File: src/rtl/pc_sequencer_pkg.sv
// Shared definitions for the PC next-address sequencer: state encoding and default vectors.
package pc_sequencer_pkg;

  typedef enum logic [1:0] {
    START   = 2'd0,
    RUN     = 2'd1,
    STALLED = 2'd2,
    HALTED  = 2'd3
  } seq_state_e;

  localparam int          ADDR_W_DEF       = 16;
  localparam logic [15:0] RESET_VECTOR_DEF = 16'h0000;
  localparam logic [15:0] IRQ_VECTOR_DEF   = 16'h0004;
  localparam int          PC_INC_DEF       = 2;

endpackage

File: src/rtl/pc_sequencer_if.sv
// Bus between the pipeline control (master) and the PC sequencer (slave).
import pc_sequencer_pkg::*;

interface pc_sequencer_if #(
  parameter int ADDR_W = ADDR_W_DEF
);

  logic [ADDR_W-1:0] currentPC;
  logic              stall;
  logic              halt;
  logic              jump;
  logic [ADDR_W-1:0] jumpTarget;
  logic              branchTaken;
  logic [ADDR_W-1:0] branchTarget;
  logic              rfi;
  logic              irqReq;
  logic              irqAck;
  logic              pcWrite;
  logic [ADDR_W-1:0] nextAddress;
  logic              flush;
  logic [ADDR_W-1:0] savedPC;

  modport master (
    output currentPC, stall, halt, jump, jumpTarget, branchTaken, branchTarget, rfi, irqReq,
    input  irqAck, pcWrite, nextAddress, flush, savedPC
  );

  modport slave (
    input  currentPC, stall, halt, jump, jumpTarget, branchTaken, branchTarget, rfi, irqReq,
    output irqAck, pcWrite, nextAddress, flush, savedPC
  );

endinterface

File: src/rtl/pc_sequencer.sv
// Next-address controller for the programCounter: sequential/branch/jump/interrupt selection,
// redirect buffering across stalls. Define PC_SEQ_IRQ_EN to build the interrupt entry/return path.
module pc_sequencer
  import pc_sequencer_pkg::*;
#(
  parameter int                ADDR_W       = ADDR_W_DEF,
  parameter logic [ADDR_W-1:0] RESET_VECTOR = ADDR_W'(RESET_VECTOR_DEF),
  parameter logic [ADDR_W-1:0] IRQ_VECTOR   = ADDR_W'(IRQ_VECTOR_DEF),
  parameter int                PC_INC       = PC_INC_DEF
) (
  input logic           clock,
  input logic           reset_n,
  pc_sequencer_if.slave bus
);

  seq_state_e        state;
  seq_state_e        state_d;
  logic              pending;
  logic [ADDR_W-1:0] pending_target;
  logic [ADDR_W-1:0] saved_pc;
  logic              irq_enable;

  logic              redirect_req;
  logic [ADDR_W-1:0] rfi_target;
  logic [ADDR_W-1:0] redirect_target;
  logic [ADDR_W-1:0] seq_addr;
  logic [ADDR_W-1:0] run_addr;
  logic              irq_run;

  logic              pc_write;
  logic              do_flush;
  logic              irq_ack;
  logic [ADDR_W-1:0] next_addr;
  logic              capture;
  logic              drain;
  logic              take_irq;
  logic [ADDR_W-1:0] saved_d;
  logic              rfi_done;

`ifdef PC_SEQ_IRQ_EN
  assign irq_run     = bus.irqReq & irq_enable;
  assign rfi_target  = saved_pc;
  assign bus.savedPC = saved_pc;
`else
  // Without the interrupt path rfi degrades to a jump to address zero.
  assign irq_run     = 1'b0;
  assign rfi_target  = '0;
  assign bus.savedPC = '0;
  wire unused_irq = bus.irqReq ^ irq_enable ^ (^saved_pc);
`endif

  assign seq_addr        = bus.currentPC + ADDR_W'(PC_INC);
  assign redirect_req    = bus.rfi | bus.jump | bus.branchTaken;
  assign redirect_target = bus.rfi  ? rfi_target :
                           bus.jump ? bus.jumpTarget : bus.branchTarget;
  assign run_addr        = redirect_req ? redirect_target : seq_addr;

  always_comb begin
    pc_write  = 1'b0;
    do_flush  = 1'b0;
    irq_ack   = 1'b0;
    next_addr = bus.currentPC;
    state_d   = state;
    capture   = 1'b0;
    drain     = 1'b0;
    take_irq  = 1'b0;
    saved_d   = saved_pc;
    rfi_done  = 1'b0;
    if (!reset_n) begin
      next_addr = RESET_VECTOR;
      state_d   = START;
    end else begin
      case (state)
        START: begin
          pc_write  = 1'b1;
          next_addr = RESET_VECTOR;
          state_d   = RUN;
        end
        // A stalled cycle with the stall released behaves as RUN, except that a buffered redirect wins.
        RUN, STALLED: begin
          if (bus.stall) begin
            state_d  = STALLED;
            capture  = redirect_req & ~pending;
            rfi_done = bus.rfi & ~pending;
          end else if (pending) begin
            pc_write  = 1'b1;
            do_flush  = 1'b1;
            next_addr = pending_target;
            drain     = 1'b1;
            state_d   = RUN;
          end else if (bus.halt) begin
            state_d = HALTED;
          end else if (irq_run) begin
            pc_write  = 1'b1;
            do_flush  = 1'b1;
            irq_ack   = 1'b1;
            next_addr = IRQ_VECTOR;
            take_irq  = 1'b1;
            saved_d   = run_addr;
            state_d   = RUN;
          end else begin
            pc_write  = 1'b1;
            do_flush  = redirect_req;
            next_addr = run_addr;
            rfi_done  = bus.rfi;
            state_d   = RUN;
          end
        end
        HALTED: begin
          if (irq_run) begin
            pc_write  = 1'b1;
            do_flush  = 1'b1;
            irq_ack   = 1'b1;
            next_addr = IRQ_VECTOR;
            take_irq  = 1'b1;
            saved_d   = seq_addr;
            state_d   = RUN;
          end
        end
        default: state_d = START;
      endcase
    end
  end

  always_ff @(posedge clock) begin
    if (!reset_n) begin
      state          <= START;
      pending        <= 1'b0;
      pending_target <= '0;
      saved_pc       <= '0;
      irq_enable     <= 1'b1;
    end else begin
      state <= state_d;
      if (capture) begin
        pending        <= 1'b1;
        pending_target <= redirect_target;
      end else if (drain) begin
        pending <= 1'b0;
      end
      if (take_irq) begin
        saved_pc   <= saved_d;
        irq_enable <= 1'b0;
      end else if (rfi_done) begin
        irq_enable <= 1'b1;
      end
    end
  end

  assign bus.pcWrite     = pc_write;
  assign bus.flush       = do_flush;
  assign bus.irqAck      = irq_ack;
  assign bus.nextAddress = next_addr;

endmodule

File: src/flat_wrapper.sv
// flat-port wrapper written by rule: the top's interface ports become plain ports
module pc_sequencer_flat import pc_sequencer_pkg::*;
#(
  parameter int                ADDR_W       = ADDR_W_DEF,
  parameter logic [ADDR_W-1:0] RESET_VECTOR = ADDR_W'(RESET_VECTOR_DEF),
  parameter logic [ADDR_W-1:0] IRQ_VECTOR   = ADDR_W'(IRQ_VECTOR_DEF),
  parameter int                PC_INC       = PC_INC_DEF
)
  (clock, reset_n, bus_currentPC, bus_stall, bus_halt, bus_jump, bus_jumpTarget, bus_branchTaken, bus_branchTarget, bus_rfi, bus_irqReq, bus_irqAck, bus_pcWrite, bus_nextAddress, bus_flush, bus_savedPC);
  pc_sequencer_if #(.ADDR_W(ADDR_W)) bus_i ();
  input logic clock;
  input logic reset_n;
  input wire logic [$bits(bus_i.currentPC)-1:0] bus_currentPC;
  input wire logic [$bits(bus_i.stall)-1:0] bus_stall;
  input wire logic [$bits(bus_i.halt)-1:0] bus_halt;
  input wire logic [$bits(bus_i.jump)-1:0] bus_jump;
  input wire logic [$bits(bus_i.jumpTarget)-1:0] bus_jumpTarget;
  input wire logic [$bits(bus_i.branchTaken)-1:0] bus_branchTaken;
  input wire logic [$bits(bus_i.branchTarget)-1:0] bus_branchTarget;
  input wire logic [$bits(bus_i.rfi)-1:0] bus_rfi;
  input wire logic [$bits(bus_i.irqReq)-1:0] bus_irqReq;
  output wire logic [$bits(bus_i.irqAck)-1:0] bus_irqAck;
  output wire logic [$bits(bus_i.pcWrite)-1:0] bus_pcWrite;
  output wire logic [$bits(bus_i.nextAddress)-1:0] bus_nextAddress;
  output wire logic [$bits(bus_i.flush)-1:0] bus_flush;
  output wire logic [$bits(bus_i.savedPC)-1:0] bus_savedPC;
  assign bus_i.currentPC = bus_currentPC;
  assign bus_i.stall = bus_stall;
  assign bus_i.halt = bus_halt;
  assign bus_i.jump = bus_jump;
  assign bus_i.jumpTarget = bus_jumpTarget;
  assign bus_i.branchTaken = bus_branchTaken;
  assign bus_i.branchTarget = bus_branchTarget;
  assign bus_i.rfi = bus_rfi;
  assign bus_i.irqReq = bus_irqReq;
  assign bus_irqAck = bus_i.irqAck;
  assign bus_pcWrite = bus_i.pcWrite;
  assign bus_nextAddress = bus_i.nextAddress;
  assign bus_flush = bus_i.flush;
  assign bus_savedPC = bus_i.savedPC;
  pc_sequencer #(.ADDR_W(ADDR_W), .RESET_VECTOR(RESET_VECTOR), .IRQ_VECTOR(IRQ_VECTOR), .PC_INC(PC_INC)) u_core (.clock(clock), .reset_n(reset_n), .bus(bus_i));
endmodule
File: config.mk
export PLATFORM = sky130hd
export DESIGN_NAME = pc_sequencer_flat
export DESIGN_NICKNAME = d
export VERILOG_FILES = /design/src/rtl/pc_sequencer_pkg.sv /design/src/rtl/pc_sequencer_if.sv /design/src/rtl/pc_sequencer.sv /design/src/flat_wrapper.sv
export SDC_FILE = /design/constraint.sdc
export NUM_CORES = 1
export LEC_CHECK = 0
export CAP_MARGIN = 30
export CORE_UTILIZATION = 30
export DETAILED_ROUTE_END_ITERATION = 10
export PLACE_DENSITY_LB_ADDON = 0.08
export SYNTH_ARGS = -nofsm -noshare
export SYNTH_HDL_FRONTEND = slang
export SYNTH_SLANG_ARGS = --single-unit
File: constraint.sdc
create_clock -name clock -period 2.07 [get_ports clock]
set_input_delay 0.207 -clock clock [delete_from_list [all_inputs] [get_ports clock]]
set_output_delay 0.207 -clock clock [all_outputs]
set_load 0.1 [all_outputs]
* Word level (Yosys, flattened, before mapping)
Cells that the tools add are included.
** Storage, ports and cells
- Logic and storage cells :: 45
- Input port bits :: 56
- Bits in latches :: 0
- Memory bits (read-only) :: 0
- Flip-flop bits (word level) :: 19
- Memories :: 0
- Bits in writable memories :: 0
- Output and inout port bits :: 35
** Cells by class
- Multipliers :: 0
- Equal/unequal tests :: 3
- Reductions and logical operators :: 3
- Divide/modulo/power cells :: 0
- Shifts and indexed selects :: 0
- Order comparisons :: 0
- Bitwise gates (word level) :: 4
- Multiplexer cells :: 31
- $add $sub $neg :: 1
** Operator list (count)
- $mux W16 :: 7
- $pmux W16 S3 :: 1
- $mux W1 :: 18
- $add A16 B2 Y16 const B :: 1
- $mux W2 :: 3
- $eq A2 B2 Y1 const B :: 2
- $pmux W2 S2 :: 1
- $pmux W1 S3 :: 1
- $eq A2 B1 Y1 const B :: 1
- $logic_not A2 Y1 :: 1
- $or A1 B1 Y1 :: 2
- $reduce_bool A2 Y1 :: 1
- $reduce_or A2 Y1 :: 1
- $and A1 B1 Y1 :: 1
- $not A1 Y1 :: 1

* Logic depth before layout (Yosys ltp)
- Depth after elaboration :: 8
- Depth in mapped cells :: 9
- Mapped depth without buffers :: 7

* Worst setup path before layout
OpenSTA, ideal clock, no wires.
- Path kind :: reg2out
- Start :: register u_core.state[0]
- End :: output bus_nextAddress[13]
- Arrival :: 3702 ps
- Data required time :: 1863 ps
- Path buffers :: 2
- Path slack :: -1839 ps
- Cell stages (with the launch flop) :: 10
- Cells stage by stage :: dfxtp_1 -> inv_1 -> ha_1 -> buf_4 -> nor2b_1 -> buf_2 -> o21ai_0 -> a21oi_1 -> o21ai_0 -> a221oi_1
** On the way
- Cells in the longest elaborated chain, start to end :: 4
- Elaborated cells between the ends (all ways) :: 7
- Those cells by class :: 3 x eq/ne; 2 x mux; 2 x reduce/logical
** RTL lines
- start: declaration :: RTL line pc_sequencer.sv:16 : seq_state_e state;
- start signal: assignment :: RTL line pc_sequencer.sv:133 : state <= state_d;
- $eq A2 B1 Y1 / $eq A2 B2 Y1 (equally long branches) :: RTL line pc_sequencer.sv:73 : case (state)
- $reduce_or A2 Y1
- $pmux W16 S3 (*) :: RTL line pc_sequencer.sv:73
- $mux W16 (*) :: RTL line pc_sequencer.sv:69 : if (!reset_n) begin
- end: declaration :: RTL line flat_wrapper.sv:24 : output wire logic [$bits(bus_i.nextAddress)-1:0] bus_nextAddress;
Mark *: on every way between the ends. The rest lies on a longest branch, timed or not.

* Final worst setup path
- Start :: register u_core.state[1]
- End :: output bus_nextAddress[14]
Same word-level chain as after synthesis.

==> reports/metrics.yaml <==
drtIter0Drc: 132
syn_area_mm2: 0.00217
yosysMostFrequentCell: "nand2_1"
postCtsHoldBufs: 0
core_mm2: 0.00691
final_net_count: 509
cts.sinks: 19
tritoncts: "built"
ys_types: 56
endpoint_kind: "output pin"
path_class: "reg2out"
reg2reg_from: "u_core.state[1]"
dr_wl_met3_um: 356
area_growth_pct: 104
r2r_end: "u_core.pending_target[2]"
met2WireLength_mm: 4.64
synth_top_cell_by_area: "dfxtp_1"
crit_family: "simple AND/OR/NAND/NOR gates"
async_flop_share_pct: 0
grt_max_degree: 18
dieArea_mm2: 0.00759
clk_pin_slew_ns: 0.08
final_util_pct: 64.1
vias: 2756
hold_class: "in2reg"
powerDensity_mw_per_mm2: 541
holdWs_ns: 0.470
maxCapViolCount: 0
place_congestion: 0.888
dp.cells: 529
crit_buf_inv: 2
hold_viol_final: 0
synth_edf_count: 0
routed_wl_mm: 9.01
critPathLaunchType: "flop"
holdPathStages: 3
rr_worst_depth: 8
antenna_left: 0
worstPathRequired_ns: 1.86
ys_warn_count: 0
setup_violations: 14
layout-drive-gt1-share_pct: 44.8
skew_ns: 0.00486
r2r_slack_ns: 0.43
critical-path-max-stage-delay_ns: 0.53
final_cells: 545
outcome: "complete, but fails checks"
fmax_mhz: 430
grt.overflow.total: 0
port_buffers: 72
viasPerCell: 5.06
cts_buffers: 3
start_util_pct: 31.5
fin_crit_sh_pct: 112
crit_slowest_cell: "or4_4"
rows: 30
drc_errors: 0
htreeDepth: 1
avgSynthCellArea_um2: 7.34
pre_cts_slack_ns: -0.362
dpl_cell_area_mm2: 0.00392
violations: "setup timing"
grt_util_all_layers_pct: 23.8
crit_chain: "inv_2 -> ha_4 -> nand2b_4 -> nor2_4 -> nand2_2 -> or4_4 -> o22ai_4 -> buf_12"
die_h_um: 87.1
ys_top_cells_by_count: "nand2_1 (26), mux2i_1 (24), nor2b_1 (23), a21oi_1 (21)"
synth_top_area_share_pct: 17.5
insertion_delay_ns: 0.26
drt_pre_antenna_iters: 4
antenna_found_initial: 0
grt_pass1_vias: 2730
netlist_top_cells_area: "dfxtp_1 (18%), mux2i_1 (11%), nor2b_1 (6.6%), buf_4 (6.6%), a21oi_1 (4.8%)"
crit_arrival_ns: 2.12
synthCells: 296
min_from: "reset_n"
cts_root_buf: "clkbuf_8"
top_layer: "met4"
postLayoutCellArea_mm2: 0.00443
wire_per_inst_um: 16.5
dpl.hpwl_mm: 6.82
antenna_cells: 0
grt_pass1_wl_mm: 13.8
drv_slew: 0
ys_seq_elements: 19
setup_tns_ns: -1.64
rsz0062_at_grt: "true"
power_mw: 2.40
setup_slack_ns: -0.253
synth_ff_type: "dfxtp_1"
fin_crit_ns: 2.32
p_leak_nw: 1.83
ios: 91
die_x_um: 87.1
ir_drop_mv: 0.355
cts_buffer_depth: 2
path_max_fanout: 3
holdPathEnd: "u_core.pending_target[11]"
yosysSeqAreaShare_pct: 17.5
wirelength_met1_mm: 3.88
## how the worst max path moves through the flow
stage / start / depth (start not counted) / end / slack, ns
floorplan: u_core.state[0] / 9 / bus_nextAddress[13] / -0.34
global placement: bus_currentPC[1] / 8 / bus_nextAddress[6] / -0.32
detailed placement: bus_currentPC[1] / 8 / bus_nextAddress[6] / -0.36
CTS: u_core.state[1] / 8 / bus_nextAddress[14] / -0.27
global route: u_core.state[1] / 8 / bus_nextAddress[14] / -0.32
finish: u_core.state[1] / 8 / bus_nextAddress[14] / -0.25
## registers in the layout (all words and copies together) (netlist names)
name                   cells
u_core.pending_target     16
u_core.pending             1
u_core.state               2
## cell usage in the layout, fill, tap and decap left out, types with 4 or more instances in the layout
master           netlist  routed
nor3_1                11       7
inv_1                 11       9
a21oi_1               21      15
nor2_4                 0       4
clkdlybuf4s50_1        0      37
xor2_1                 5       4
mux2i_1               24      22
dlymetal6s2s_1         0       8
buf_12                 0      20
nand2_1               26      21
nand3_1                9       5
buf_6                  4      10
nor2b_1               23      20
dfxtp_1               19      16
nor2_1                18      13
o22ai_4                0       5
buf_4                 19      88
dlygate4sd2_1          0       6
a21oi_4                0       5
nand2_2                0       4
nand2b_1               7       5
conb_1                 1      17
o21ai_0               12       6
## logic make-up after synthesis
group	after synthesis	synth area share, %
buffers and inverters	50	13.7
adders and majority gates	3	1.73
muxes	24	11.1
other	1	0.173
and+or+nand+nor	110	27.3
AOI/OAI and AO/OA	83	26.1
DFF	19	17.5
xor gates and xnor gates	6	2.42
## what timing repair did
action | CTS | global route
gates cloned | 0 | 0
setup buffers | 7 | 9
resized for setup | 58 | 45
pin swaps | 13 | 24
setup endpoints to repair | 16 | 17
## area by class of cell
cell class | count | area, um^2
fillers | 594 | 2480
multi-input cells | 243 | 2120
repair buffers | 172 | 1720
flip-flops and latches | 19 | 387
well taps | 96 | 120
clock buffers | 4 | 45.0
inverters | 11 | 41.3
## metal layers
layer / global-route usage [%] / vias to the layer above
met1: 30.3 / 1313
met5: 0 / -
li1: - / 1347
met4: 6.11 / 0
met3: 1.71 / 10
met2: 43.2 / 86
## power by group
part / internal [mW] / leakage (nW) / switching, mW
logic: 0.725 / 1.66 / 0.984
clock network: 0.137 / 0.0228 / 0.139
registers: 0.394 / 0.156 / 0.0190
## worst reg2reg max path: cells and delay by family (launching register included)
family                     cells  cell delay, ns
DFF                            1            0.34
and+or+nand+nor                2            0.26
adders and majority gates      1            0.28
AOI/OAI and AO/OA              2            0.28
buffers and inverters          3            0.42
(Power assumes the default switching activity.)
